### src/rtl/frame_byte_feeder.sv
// frame_byte_feeder: byte-wide front end of the 8:1 DDR output serializer.
// Buffers payload bytes in a small FIFO and sends one byte per divided-clock
// cycle: training bursts, idle fill, and frames wrapped as SOF/payload/EOF.
module frame_byte_feeder #(
  parameter int          DEPTH       = 16,
  parameter int          TRAIN_WORDS = 64,
  parameter int          MIN_GAP     = 2,
  parameter logic [7:0]  TRAIN_BYTE  = 8'hAA,
  parameter logic [7:0]  IDLE_BYTE   = 8'hBC,
  parameter logic [7:0]  SOF_BYTE    = 8'hFB,
  parameter logic [7:0]  EOF_BYTE    = 8'hFD,
  parameter logic [7:0]  FILL_BYTE   = 8'h1C
) (
  input  logic        clk_div,
  input  logic        rst,
  input  logic [7:0]  s_data,
  input  logic        s_valid,
  input  logic        s_last,
  output logic        s_ready,
  input  logic        retrain,
  output logic [7:0]  dout,
  output logic        oce,
  output logic        busy,
  output logic        underrun,
  output logic [15:0] frame_cnt
);

  localparam int AW   = $clog2(DEPTH);
  localparam int CW   = AW + 1;
  localparam int TMAX = (TRAIN_WORDS > MIN_GAP) ? TRAIN_WORDS : MIN_GAP;
  localparam int TW   = $clog2(TMAX + 1);

  localparam logic [CW-1:0] FULL       = CW'(DEPTH);
  localparam logic [TW-1:0] TRAIN_LAST = TW'(TRAIN_WORDS - 1);
  localparam logic [TW-1:0] GAP_LAST   = TW'(MIN_GAP - 1);

  typedef enum logic [2:0] {
    ST_TRAIN,
    ST_IDLE,
    ST_SOF,
    ST_PAYLOAD,
    ST_EOF,
    ST_GAP
  } state_t;

  // FIFO storage: each entry is {last, data}
  logic [8:0]    mem [DEPTH];
  logic [AW-1:0] wr_ptr;
  logic [AW-1:0] rd_ptr;
  logic [CW-1:0] count;
  logic [CW-1:0] count_next;
  logic [CW-1:0] frames_pending;
  logic          push;
  logic          pop;
  logic [8:0]    head;

  // Sequencer state
  state_t        state;
  logic [TW-1:0] tmr;
  logic          retrain_pend;

  // s_ready is a registered copy of (count < DEPTH), so a full FIFO refuses
  // a byte even in a cycle where the sequencer pops one.
  assign push       = s_valid && s_ready;
  assign head       = mem[rd_ptr];
  assign pop        = (state == ST_PAYLOAD) && (count != '0);
  assign count_next = count + CW'(push) - CW'(pop);

  // FIFO entry write
  // NOTE: the storage array has no reset; emptying the FIFO only needs the
  // pointers and count cleared, and a resettable array costs far more logic.
  always_ff @(posedge clk_div) begin
    if (push) begin
      mem[wr_ptr] <= {s_last, s_data};
    end
  end

  // FIFO pointers, occupancy, pending-frame count and ready flag
  // NOTE: sequential state uses non-blocking assignments so every register
  // samples pre-edge values regardless of statement order.
  always_ff @(posedge clk_div) begin
    if (!rst) begin
      wr_ptr         <= '0;
      rd_ptr         <= '0;
      count          <= '0;
      frames_pending <= '0;
      s_ready        <= 1'b0;
    end else begin
      if (push) begin
        wr_ptr <= wr_ptr + 1'b1;
      end
      if (pop) begin
        rd_ptr <= rd_ptr + 1'b1;
      end
      count          <= count_next;
      frames_pending <= frames_pending + CW'(push && s_last) - CW'(pop && head[8]);
      s_ready        <= (count_next < FULL);
    end
  end

  // Frame sequencer: registers the byte for this cycle and picks the next state
  always_ff @(posedge clk_div) begin
    if (!rst) begin
      state        <= ST_TRAIN;
      tmr          <= '0;
      retrain_pend <= 1'b0;
      dout         <= 8'h00;
      oce          <= 1'b0;
      busy         <= 1'b0;
      underrun     <= 1'b0;
      frame_cnt    <= '0;
    end else begin
      oce      <= 1'b1;
      underrun <= 1'b0;

      // A request seen in any cycle wins over the clear on entry to TRAIN, so
      // a request during a burst queues another burst after it.
      if (retrain) begin
        retrain_pend <= 1'b1;
      end else if (state == ST_IDLE && retrain_pend) begin
        retrain_pend <= 1'b0;
      end

      case (state)
        ST_TRAIN: begin
          dout <= TRAIN_BYTE;
          busy <= 1'b1;
          if (tmr == TRAIN_LAST) begin
            tmr   <= '0;
            state <= ST_GAP;
          end else begin
            tmr <= tmr + 1'b1;
          end
        end
        ST_GAP: begin
          dout <= IDLE_BYTE;
          if (tmr == GAP_LAST) begin
            tmr   <= '0;
            state <= ST_IDLE;
            busy  <= 1'b0;
          end else begin
            tmr  <= tmr + 1'b1;
            busy <= 1'b1;
          end
        end
        ST_IDLE: begin
          dout <= IDLE_BYTE;
          if (retrain_pend) begin
            state <= ST_TRAIN;
            busy  <= 1'b1;
          end else if (frames_pending != '0 || count == FULL) begin
            // A full FIFO starts a frame even without its last byte, since
            // nothing more can be accepted until bytes drain.
            state <= ST_SOF;
            busy  <= 1'b1;
          end else begin
            busy <= 1'b0;
          end
        end
        ST_SOF: begin
          dout  <= SOF_BYTE;
          state <= ST_PAYLOAD;
          busy  <= 1'b1;
        end
        ST_PAYLOAD: begin
          busy <= 1'b1;
          if (count == '0) begin
            dout     <= FILL_BYTE;
            underrun <= 1'b1;
          end else begin
            dout <= head[7:0];
            if (head[8]) begin
              state <= ST_EOF;
            end
          end
        end
        ST_EOF: begin
          dout      <= EOF_BYTE;
          frame_cnt <= frame_cnt + 16'd1;
          state     <= ST_GAP;
          busy      <= 1'b1;
        end
        default: begin
          dout  <= IDLE_BYTE;
          tmr   <= '0;
          state <= ST_TRAIN;
          busy  <= 1'b1;
        end
      endcase
    end
  end

endmodule

### config.mk
export PLATFORM = sky130hd
export DESIGN_NAME = frame_byte_feeder
export DESIGN_NICKNAME = d
export VERILOG_FILES = /design/src/rtl/frame_byte_feeder.sv
export SDC_FILE = /design/constraint.sdc
export NUM_CORES = 1
export LEC_CHECK = 0
export CORE_MARGIN = 2
export CORE_UTILIZATION = 40
export CTS_BUF_LIST = sky130_fd_sc_hd__clkbuf_2 sky130_fd_sc_hd__clkbuf_4 sky130_fd_sc_hd__clkbuf_8
export DETAILED_ROUTE_END_ITERATION = 16
export PLACE_DENSITY = 0.67
export RECOVER_POWER = 25
export SLEW_MARGIN = 5
export SYNTH_ARGS = -nofsm -noshare
export SYNTH_HDL_FRONTEND = slang
export SYNTH_SLANG_ARGS = --single-unit
### constraint.sdc
create_clock -name clk_div -period 3.2 [get_ports clk_div]
set_clock_uncertainty 0.1 [all_clocks]
set_input_delay 0.32 -clock clk_div [delete_from_list [all_inputs] [get_ports clk_div]]
set_output_delay 0.32 -clock clk_div [all_outputs]
set_load 0.02 [all_outputs]
==> metrics.yaml <==
synth:
  syn_inst: 587
  synth_area_sq_um: 8550
  ys_types: 59
  synth_nets: 621
  synth_top_area_cell: "edfxtp_1"
  synthArstFlopShare_pct: 0
  synth-edff-count: 144
  synthTopCellsByCount: "edfxtp_1 (144), nor2_1 (73), dfxtp_1 (61), nand2_1 (35), mux4_2 (23)"
  synth-main-ff-cell: "edfxtp_1"
  ys_top_cells_by_area: "edfxtp_1 (51%), dfxtp_1 (14%), mux4_2 (6.1%)"
  synth_seq_cells: 205
  yosysWarnings: 0
  ys_seq_area_share_pct: 64.8
  syn_avg_cell_area_sq_um: 14.6
  synth_top_area_share_pct: 50.6
  yosysMostFrequentCell: "edfxtp_1"
route:
  final_antenna_net_count: 0
  routed_wl_um: 18000
  detail_route.iter0.violations: 429
  via_per_inst: 5.26
  vias: 5132
  route.detailed.wl_per_inst_um: 18.5
  drt_pass1_iterations: 5
  post-route-drc-count: 0
timing:
  finalHoldViolCount: 0
  slew_violations: 0
  setup-tns-final_ns: 0
  fmax_mhz: 329
  relSlewSlack_pct: 46.0
  period_needed_ns: 3.04
  setup_ws_ns: 0.162
  worst_pin_slew_ns: 0.811
  finalCritPeriodShare_pct: 94.9
  setup_viol: 0
grt:
  grt_pass1_wl_um: 28200
  track_usage_pct: 16.4
  grt_max_degree: 28
  grt-ovfl-total: 0
  grt_antenna_before_repair: 0
  grt_pass1_vias: 5232
placement:
  hpwl_um: 12200
  place_congestion: 0.781
  port_buffers: 40
  placed_area_sq_um: 9410
  preCtsSetupSlack_ns: -0.000536
worst_setup_path:
  crit_arrival_ns: 3.39
  worstSetupStartpointType: "register"
  r2r_slack_ns: 0.16
  r2r-end: "frames_pending[4]$_SDFF_PN0_"
  crit_fanout: 5
  critical_path_class: "register to register"
  cp-end-kind: "register"
  crit_required_ns: 3.55
  reg2regPathDepth: 14
outcome:
  status: "complete, no violations"
floorplanning:
  initial_core_util_pct: 40.7
  ios: 41
  row_count: 53
  core_sq_um: 21000
  dieArea_sq_um: 22600
  die_h_um: 150
  floorplan.die.width_um: 150
job:
  maxCapViolCount: 0
cells_and_area:
  antenna_cells: 0
  area_growth_pct: 18.1
  stdcell_area_sq_um: 10100
  nets: 709
  drive_above_1_share_pct: 17.9
clock_tree:
  cts-htree-levels: 2
  clkTransAtPathRegs_ns: 0.06
  cts_root_buf: "clkbuf_8"
  cts.sinks: 205
  clk_path_buf_depth: 3
  clk_latency_ns: 0.53
  cts_tree: "built"
  cts_buffers: 34
power:
  ir_worst_vdd_v: 0.000343
  leakage_nw: 3.47
  pwr_density_cell_nw_per_um2: 657
  p_total_mw: 6.64
worst_hold_path:
  hold_path_end: "retrain_pend$_SDFFE_PN0P_"
  worstHoldPathType: "input pin to register"
  worstHoldPathCells: 3
  min-delay-start: "retrain"
-- cells by family after synthesis --
| kind of cell | share of synthesized area (%) |
|---|---|
| simple gates | 9.70 |
| buf+inv | 2.66 |
| fa+ha+maj | 3.25 |
| compound gates | 5.16 |
| flops | 64.8 |
| xor+xnor | 3.28 |
| mux | 11.1 |
-- power by group --
part | switching (mW) | internal [mW] | total (mW)
Sequential | 0.125 | 2.99 | 3.11
Combinational | 0.717 | 0.558 | 1.27
Clock | 1.03 | 1.22 | 2.25
Total | 1.87 | 4.77 | 6.64
-- sequential cells by signal, summed over array words and instances (netlist names), named ones only --
signal / count
underrun: 1
busy: 1
count: 5
mem: 144
tmr: 7
frame_cnt: 16
dout: 8
wr_ptr: 4
retrain_pend: 1
oce: 1
rd_ptr: 4
state: 3
s_ready: 1
frames_pending: 5
-- critical path: stages (launching register included) --
cell,delay [ns]
dfxtp_4,0.39
mux4_2,0.49
and3_1,0.20
a221oi_2,0.21
nor2_1,0.07
ha_1,0.27
inv_1,0.04
ha_1,0.20
inv_2,0.07
fa_2,0.20
inv_1,0.04
a21oi_1,0.13
nor2_1,0.06
or3_1,0.34
a21oi_1,0.14
-- routing by layer --
metal	GRT usage (%)	up-vias	routed length [um]
li1	-	2367	-
met1	20.6	2577	7610
met2	28.2	159	9140
met3	3.52	29	952
met4	5.61	0	308
met5	0	-	0
-- cell usage in the layout (no fill, tap or decap), types with 7 or more instances in the layout --
cell,netlist,layout
xnor2_1,15,15
dfxtp_1,61,59
inv_1,21,20
mux4_1,13,13
mux2i_1,8,8
xor2_1,17,17
o21ai_0,11,11
nand2b_1,10,10
clkinv_1,0,7
a21oi_1,19,19
clkbuf_8,0,36
nor3_1,10,10
clkdlybuf4s50_1,0,34
edfxtp_1,144,144
ha_1,19,19
mux4_2,23,23
nand4_1,7,7
buf_4,1,33
clkinv_2,0,7
and2_1,8,8
nand2_1,35,35
nor2_1,73,73
clkbuf_4,0,7
-- area by class of cell --
class                      count  area (sq um)
inverter                      21          78.8
timing repair buffer          76           667
fill                        1768         10900
sequential                   205          5550
tap                          275           344
clock inverter                18           126
clock buffer                  43           548
multi-input combinational    337          2790
-- what timing repair did --
item | in CTS | in global routing
buffers inserted | 0 | 1
hold buffers | 0 | 0
resized for setup | 2 | 4
pin swaps | 0 | 1
setup endpoints to repair | 1 | 3
-- per-stage QoR --
stage | std cells | hold WS [ns] | util, %
floorplan | 587 | 0.248 | -
global placement | 913 | 0.381 | 44.8
detailed placement | 913 | 0.403 | 44.8
CTS | 974 | 0.267 | 48.0
global route | 975 | 0.313 | 48.1
finish | 975 | 0.299 | 48.1
-- worst max-delay path by stage --
stage | start | endpoint | depth (start not counted)
after floorplan | register | frames_pending[4]$_SDFF_PN0_ | 15
after global placement | register | frames_pending[4]$_SDFF_PN0_ | 14
after detailed placement | register | frames_pending[4]$_SDFF_PN0_ | 15
after CTS | register | frames_pending[4]$_SDFF_PN0_ | 14
after global routing | register | frames_pending[4]$_SDFF_PN0_ | 14
final | register | frames_pending[4]$_SDFF_PN0_ | 14
Note: power is estimated with default switching activity, not from simulation.
